==> config.mk <==
export PLATFORM = sky130hd
export DESIGN_NAME = rtc_timekeeper
export DESIGN_NICKNAME = d
export VERILOG_FILES = /design/src/rtl/rtc_timekeeper.sv
export SDC_FILE = /design/constraint.sdc
export NUM_CORES = 1
export LEC_CHECK = 0
export ABC_CLOCK_PERIOD_IN_PS = 3800
export CAP_MARGIN = 30
export CORE_ASPECT_RATIO = 0.9
export CORE_MARGIN = 5
export CORE_UTILIZATION = 53
export DETAILED_ROUTE_END_ITERATION = 12
export PLACE_DENSITY_LB_ADDON = 0.2
export RECOVER_POWER = 25
export SLEW_MARGIN = 25
export SYNTH_ARGS = -nofsm -noshare
export SYNTH_HDL_FRONTEND = slang
export SYNTH_SLANG_ARGS = --single-unit
==> constraint.sdc <==
create_clock -name clk -period 3.8 [get_ports clk]
set_input_delay 0.38 -clock clk [delete_from_list [all_inputs] [get_ports clk]]
set_output_delay 0.38 -clock clk [all_outputs]
set_load 0.03 [all_outputs]
==> src/rtl/rtc_timekeeper.sv <==
// rtc_timekeeper: BCD time-of-day counter with prescaler, validated time load and 12/24-hour display.
// Ports: clk/rst (sync, active-high); en gates counting; load_valid/load_ready/load_time set the time,
// load_err flags rejected loads; time_bcd is 24-hour BCD; disp_hour/pm format the hour;
// sec_tick/min_tick/day_tick pulse one cycle after each rollover.
module rtc_timekeeper #(
  parameter int unsigned TICK_DIV = 100000000
) (
  input  logic        clk,
  input  logic        rst,
  input  logic        en,
  input  logic        mode12,
  input  logic        load_valid,
  output logic        load_ready,
  input  logic [23:0] load_time,
  output logic        load_err,
  output logic [23:0] time_bcd,
  output logic [7:0]  disp_hour,
  output logic        pm,
  output logic        sec_tick,
  output logic        min_tick,
  output logic        day_tick
);
  localparam int PW = $clog2(TICK_DIV);
  logic [PW-1:0] presc;
  logic [23:0] t, nxt;
  logic wrap, xfer, ld_ok, s_end, m_end, h_end;
  logic [4:0] hb, h12;
  assign time_bcd   = t;
  assign load_ready = ~rst;
  assign xfer       = load_valid & load_ready;
  assign wrap       = en && presc == PW'(TICK_DIV - 1);
  assign s_end      = t[3:0] == 4'd9 && t[7:4] == 4'd5;
  assign m_end      = t[11:8] == 4'd9 && t[15:12] == 4'd5;
  assign h_end      = t[23:16] == 8'h23;
  assign ld_ok = load_time[3:0] <= 4'd9 && load_time[7:4] <= 4'd5 &&
                 load_time[11:8] <= 4'd9 && load_time[15:12] <= 4'd5 &&
                 load_time[19:16] <= 4'd9 &&
                 (load_time[23:20] < 4'd2 || (load_time[23:20] == 4'd2 && load_time[19:16] <= 4'd3));
  always_comb begin
    nxt[3:0]   = t[3:0] == 4'd9 ? 4'd0 : t[3:0] + 4'd1;
    nxt[7:4]   = t[3:0] != 4'd9 ? t[7:4] : t[7:4] == 4'd5 ? 4'd0 : t[7:4] + 4'd1;
    nxt[11:8]  = !s_end ? t[11:8] : t[11:8] == 4'd9 ? 4'd0 : t[11:8] + 4'd1;
    nxt[15:12] = !(s_end && t[11:8] == 4'd9) ? t[15:12] : t[15:12] == 4'd5 ? 4'd0 : t[15:12] + 4'd1;
    nxt[23:16] = !(s_end && m_end) ? t[23:16] : h_end ? 8'h00 :
                 t[19:16] == 4'd9 ? {t[23:20] + 4'd1, 4'd0} : {t[23:20], t[19:16] + 4'd1};
  end
  assign hb        = {1'b0, t[23:20]} * 5'd10 + {1'b0, t[19:16]};
  assign h12       = hb == 5'd0 ? 5'd12 : hb > 5'd12 ? hb - 5'd12 : hb;
  assign pm        = hb >= 5'd12;
  assign disp_hour = !mode12 ? t[23:16] : h12 >= 5'd10 ? {4'd1, h12[3:0] - 4'd10} : {4'd0, h12[3:0]};
  // A load transfer (accepted or rejected) pre-empts the prescaler and the time advance that cycle.
  always_ff @(posedge clk) begin
    if (rst) begin
      t        <= '0;
      presc    <= '0;
      sec_tick <= 1'b0;
      min_tick <= 1'b0;
      day_tick <= 1'b0;
      load_err <= 1'b0;
    end else begin
      sec_tick <= wrap & ~xfer;
      min_tick <= wrap & ~xfer & s_end & m_end | wrap & ~xfer & s_end;
      day_tick <= wrap & ~xfer & s_end & m_end & h_end;
      load_err <= xfer & ~ld_ok;
      if (xfer) begin
        if (ld_ok) begin
          t     <= load_time;
          presc <= '0;
        end
      end else if (en) begin
        presc <= wrap ? '0 : presc + PW'(1);
        if (wrap) t <= nxt;
      end
    end
  end
endmodule

==> results by group, run 1 <==
CTS
  – CTS tree: built
  – Hold_buf cts: 0
  – Clk sink count: 55
  – Longest Clk Path Bufs: 2
  – CTS Buf Count: 5
  – Worst skew pair latency: 0.31 ns
  – Worst-path clk slew: 0.11 ns
  – H-tree depth: 2
  – CTS root buf: clkbuf_8

Placed design
  – Port Buffer Count: 66
  – Inst Count DP: 625
  – Setup WS pre-CTS: -0.0147 ns
  – Routability cong.: 0.877
  – Area post-placement: 0.00446 mm2
  – Post-DP HPWL: 7.58 mm

Final layout
  – Number of diodes: 0
  – Fraction of layout cells with a size suffix above 1: 13.3%
  – Final Non-Filler Cells: 640
  – Post-Route Utilization: 71.0%
  – Post-route cell area: 0.00473 mm2
  – Fin nets: 589
  – Most frequent cells in the layout: 54 x nand2_1, 54 x clkdlybuf4s50_1, 52 x dfxtp_1
  – Synth-to-Final Area Change: 28.6%
  – Fill cells: 537

Setup path
  – Nature of the critical path startpoint: flop
  – CP Capture Type: output port
  – Max FO, Critical Path: 8
  – Reg2reg setup slack: 0.90 ns
  – Critical Path AT: 3.51 ns
  – Worst r2r src: presc[0]$_SDFFE_PP0P_
  – Required @ worst endpoint: 3.42 ns
  – Worst r2r path cells: 7
  – Setup CP Type: flop to output port
  – Reg2reg end: time_bcd[11]$_SDFFE_PP0P_

Global route
  – Total gr overflow: 0
  – Initial antenna violation count: 0
  – Vias in the first global route: 3627
  – Largest net degree at the start of global routing: 32
  – Total track usage: 23.5%
  – First-pass GRT wire length: 17.1 mm

Detailed routing
  – Vias/cell: 6.10
  – Routed vias: 3901
  – # DRC: 0
  – Final WL: 10.7 mm
  – DR iter-0 viols: 237
  – Drt first pass iters: 4
  – Antenna-violating nets left: 0
  – WL/cell: 16.8 um

Floorplanning
  – FP Rows: 28
  – Initial Utilization: 55.2%
  – Die span in x: 97.8 um
  – Die height: 89.0 um
  – Die area: 0.00870 mm2
  – # IOs: 67
  – Core Area: 0.00666 mm2

Yosys
  – Asr flop ratio synth: 0%
  – Flops & latches, synth: 55
  – Post-synthesis net count: 519
  – Register area share after synthesis: 30.0%
  – Commonest register cell after synthesis: dfxtp_1
  – EDFF count, synth: 0
  – Number of synthesis warnings: 0
  – Netlist cell types: 69
  – Cells after Synth: 479
  – Mapped cell area: 0.00368 mm2
  – Syn avg cell area: 7.67 um2

STA
  – Slew HR: 43.6%
  – Slew Limit Fails: 0
  – Final Cycle Share: 102%
  – Setup Skew: 0.00923 ns
  – Final Hold Vio Count: 0
  – Min Clock Period, post-route: 3.89 ns
  – Slew at the pin closest to its max-slew limit: 0.844 ns
  – Final setup margin: -0.0870 ns
  – Unrepaired setup endpoints after global routing: yes
  – Max Clock Freq: 0.257 GHz
  – Finish-stage setup viols: 2

Power
  – Final Power: 0.00106 W
  – Peak supply drop: 0.000142 V
  – LEAKAGE: 1.58 nW
  – Pwr per Cell Area: 224 mW/mm2

Outcome
  – Violated checks: negative setup slack
  – Outcome: complete, but fails checks

Job
  – Max cap viols: 0

Hold path
  – Worst hold path stage count: 2
  – HP Class: flop to flop
  – Hold Path Origin: presc[26]$_SDFFE_PP0P_
  – Hold EP: presc[26]$_SDFFE_PP0P_
cells by family after synthesis:
family / after synthesis / share of synthesized area (%)
simple gates: 210 / 29.8
compound gates: 129 / 22.6
flops: 55 / 30.0
buf+inv: 43 / 5.62
xor+xnor: 24 / 6.09
fa+ha+maj: 11 / 3.95
mux: 7 / 1.94
final cells by class:
cell class / instances / area, um2 / area share, %
inverters: 19 / 71.3 / 1.51
clock inverters: 2 / 16.3 / 0.344
repair buffers: 87 / 810 / 17.1
clock buffers: 6 / 82.6 / 1.75
multi-input cells: 381 / 2530 / 53.5
well taps: 90 / 113 / 2.38
flip-flops and latches: 55 / 1110 / 23.4
worst max-delay path by stage:
stage / from / end
3_5_place_dp: time_bcd[20]$_SDFFE_PP0P_ / disp_hour[1]
2_1_floorplan: time_bcd[22]$_SDFFE_PP0P_ / disp_hour[2]
6_report: time_bcd[20]$_SDFFE_PP0P_ / disp_hour[1]
4_1_cts: time_bcd[20]$_SDFFE_PP0P_ / disp_hour[1]
5_1_grt: time_bcd[20]$_SDFFE_PP0P_ / disp_hour[1]
3_3_place_gp: time_bcd[20]$_SDFFE_PP0P_ / disp_hour[3]
per-layer routing:
metal	routed length, um	GRT usage, %
met1	5010	32.4
met2	4940	38.3
met3	583	4.06
met4	197	6.92
met5	0	0
registers in the layout, summed over array words and instances, names as in the netlist:
| name | count |
|---|---|
| sec_tick | 1 |
| time_bcd | 24 |
| presc | 27 |
| day_tick | 1 |
| load_err | 1 |
| min_tick | 1 |
Yosys cell counts, types with 7 or more instances:
library cell	instances	area, um2
a21oi_1	44	220
nand2_1	54	203
a31oi_1	10	62.6
o21ai_0	30	150
nor3_1	22	110
nand4_1	13	81.3
xor2_1	7	61.3
ha_1	10	125
nor2_1	42	158
xnor2_1	16	140
inv_1	19	71.3
dfxtp_1	55	1100
nor4_1	10	62.6
clkbuf_1	17	63.8
nand3_1	23	115
power by group:
group	switching, W	internal (W)	total (W)
sequential	0.00000272	0.000578	0.000581
clock	0.000203	0.000149	0.000353
combinational	0.0000711	0.0000549	0.000126
per-stage QoR:
| stage | hold WS, ns | TNS, ns |
|---|---|---|
| after global routing | 0.547 | -0.574 |
| final | 0.503 | -0.101 |
| after CTS | 0.505 | 0 |
| after floorplan | 0.450 | 0 |
| after global placement | 0.466 | 0 |
| after detailed placement | 0.486 | -0.0147 |
worst max-delay path, stage by stage (launching register included):
cell	delay, ns
dfxtp_4	0.43
ha_4	0.17
fa_2	0.48
inv_1	0.19
ha_1	0.21
nor3b_4	0.28
nor2_1	0.11
a21oi_2	0.16
inv_1	0.08
ha_4	0.17
o211ai_1	0.11
o21ai_2	0.11
or2_4	0.26
o311ai_4	0.27
buf_6	0.17
repair_timing:
| action | 4_1_cts | 5_1_grt |
|---|---|---|
| endpoints found under the setup margin | 4 | 4 |
| buffers inserted | 4 | 3 |
| pin swaps | 5 | 10 |
| resized for setup | 9 | 17 |
Note: power is estimated with default switching activity, not from simulation.
==> run 2, diff against run 1 <==
--- a/config.mk
+++ b/config.mk
@@ -13,6 +13,7 @@
 export DETAILED_ROUTE_END_ITERATION = 12
 export PLACE_DENSITY_LB_ADDON = 0.2
 export RECOVER_POWER = 25
+export REMOVE_ABC_BUFFERS = 1
 export SLEW_MARGIN = 25
 export SYNTH_ARGS = -nofsm -noshare
 export SYNTH_HDL_FRONTEND = slang
==> run 2 against run 1 <==
  * Clock skew barely moved
  * Register-to-register slack got worse by 0.03 ns
  * Non-clock buffer count rose by 7
  * The run still ends with negative setup slack left
  * Critical path type unchanged
==> results by group, run 2 (same netlist as run 1, synthesis figures left out) <==
Floorplanning
  – FP Rows: 28 (unchanged)
  – Die height: 89.0 um (unchanged)
  – Core Area: 0.00666 mm2 (unchanged)
  – Initial Utilization: 55.2% (unchanged)
  – # IOs: 67 (unchanged)
  – Die span in x: 97.8 um (unchanged)
  – Die area: 0.00870 mm2 (unchanged)

Power
  – Clock share of power: 35.2% (+1.9 points)
  – Switch Pwr: 0.000265 W (-4.5%)
  – Sw Share: 24.3% (-1.9 points)
  – Peak supply drop: 0.000153 V (+7.8%)
  – Seq pwr share: 53.2% (-1.6 points)
  – Combinational Power Share: 11.5% (-0.4 points)
  – Pwr per Cell Area: 228 mW/mm2 (+1.5%)
  – LEAKAGE: 1.65 nW (+4.7%)
  – P_int: 0.000825 W (+5.5%)
  – Final Power: 0.00109 W (+2.9%)

Detailed routing
  – Final WL: 11.1 mm (+3.3%)
  – M1 WL: 4.82 mm (-3.7%)
  – Routed length on met3: 933 um (+60%)
  – Drt first pass iters: 6 (+2)
  – # DRC: 0 (unchanged)
  – DR iter-0 viols: 284 (+20%)
  – Met2 routed WL: 5.03 mm (+1.9%)
  – Antenna-violating nets left: 0 (unchanged)
  – Top sig layer: met4
  – Vias/cell: 6.27 (+2.9%)
  – WL/cell: 17.1 um (+2.3%)
  – Routed vias: 4053 (+3.9%)

STA
  – Slew Limit Fails: 0 (unchanged)
  – Final Hold Vio Count: 0 (unchanged)
  – Unrepaired setup endpoints after global routing: yes
  – Slew HR: 40.7% (-2.9 points)
  – TNS Setup: -0.145 ns (-0.0438 ns)
  – Max Clock Freq: 0.258 GHz (+0.23%)
  – Min Clock Period, post-route: 3.88 ns (-0.00894 ns)
  – Final setup margin: -0.0780 ns (+0.00894 ns)
  – Finish-stage setup viols: 3 (+1)
  – Slew at the pin closest to its max-slew limit: 0.887 ns (+0.0436 ns)
  – Hold Slack: 0.496 ns (-0.00702 ns)
  – Setup Skew: 0.00895 ns (-0.000276 ns)
  – Final Cycle Share: 102% (-0.24 points)

Final layout
  – Fraction of layout cells with a size suffix above 1: 13.8% (+0.58 points)
  – Max FFs per register: 27 (unchanged)
  – Fin nets: 596 (+1.2%)
  – Largest Register: presc
  – Most frequent cells in the layout: 54 x nand2_1, 54 x dfxtp_1, 42 x a21oi_1
  – Post-Route Utilization: 72.0% (+0.94 points)
  – Synth-to-Final Area Change: 30.3%
  – Number of diodes: 0 (unchanged)

Setup path
  – Max FO, Critical Path: 4 (-4)
  – Critical Path AT: 3.50 ns (about the same)
  – Setup CP Type: flop to output port
  – CP Capture Type: output port
  – Nature of the critical path startpoint: flop
  – Required @ worst endpoint: 3.42 ns (about the same)

Global route
  – Vias in the first global route: 3603 (-0.66%)
  – Total gr overflow: 0 (unchanged)
  – Total track usage: 24.5% (+0.95 points)
  – Largest net degree at the start of global routing: 32 (unchanged)
  – First-pass GRT wire length: 17.6 mm (+3.1%)
  – Initial antenna violation count: 0 (unchanged)

Placed design
  – Post-DP HPWL: 7.85 mm (+3.5%)
  – Port Buffer Count: 66 (unchanged)
  – Routability cong.: 0.870 (-0.84%)
  – Setup WS pre-CTS: -0.186 ns (-0.171 ns)

Outcome
  – Outcome: complete, but fails checks
  – Violated checks: negative setup slack

CTS
  – Worst-path clk slew: 0.10 ns (about the same)
  – Longest Clk Path Bufs: 2 (unchanged)
  – Worst skew pair latency: 0.31 ns (about the same)
  – CTS tree: built
  – Clk sink count: 55 (unchanged)
  – H-tree depth: 2 (unchanged)
  – Hold_buf cts: 0 (unchanged)
  – CTS Buf Count: 5 (unchanged)
  – CTS root buf: clkbuf_8

Hold path
  – HP Class: flop to flop

Job
  – Max cap viols: 0 (unchanged)
## run 2: through the flow
stage / area [um2] / std cells
CTS: 4650 / 642
finish: 4790 / 646
global placement: 4460 / 632
global route: 4790 / 646
floorplan: 3540 / 455
detailed placement: 4460 / 632
## run 2: final cells by class
type	instances	area, um2
clock buffer	5	68.8
sequential	55	1100
timing repair buffer	94	865
tap	90	113
clock inverter	2	37.5
multi-input combinational	381	2530
fill	530	1870
inverter	19	71.3
## run 2: critical path, stage by stage (launching register included)
cell and delay [ns]:
dfxtp_4 0.38, ha_4 0.17, fa_2 0.44, xor2_4 0.24
ha_4 0.16, nor3b_4 0.19, o21a_1 0.19, nor2_2 0.05
a21oi_2 0.21, inv_2 0.07, ha_4 0.17, o211ai_1 0.11
o21ai_2 0.12, or2_4 0.29, o311ai_4 0.24, buf_6 0.17
## run 2: what timing repair did
action,4_1_cts,5_1_grt
resized for setup,13,19
setup buffers,3,4
pin swaps,4,8
setup endpoints to repair,3,3
## run 2: power groups by stage
stage	registers [W]	logic (W)	clock network, W
final	0.000580	0.000126	0.000384
after global routing	0.000581	0.000135	0.000412
after CTS	0.000581	0.000122	0.000392
after detailed placement	0.000594	0.000121	0
after global placement	0.000594	0.000120	0
after floorplan	0.000595	0.0000506	0
## run 2: worst paths after layout
kind / startpoint / end / slack, ns / depth (start not counted)
min: presc[1]$_SDFFE_PP0P_ / presc[1]$_SDFFE_PP0P_ / 0.50 / 2
max reg2reg: presc[0]$_SDFFE_PP0P_ / presc[19]$_SDFFE_PP0P_ / 0.87 / 7
min reg2reg: presc[1]$_SDFFE_PP0P_ / presc[1]$_SDFFE_PP0P_ / 0.50 / 2
max: time_bcd[20]$_SDFFE_PP0P_ / disp_hour[1] / -0.08 / 15
## run 2: per-layer routing
metal / up-vias / GRT usage (%)
met5: - / 0
met4: 0 / 7.80
met3: 32 / 5.07
met2: 205 / 40.6
met1: 1900 / 32.4
li1: 1916 / -
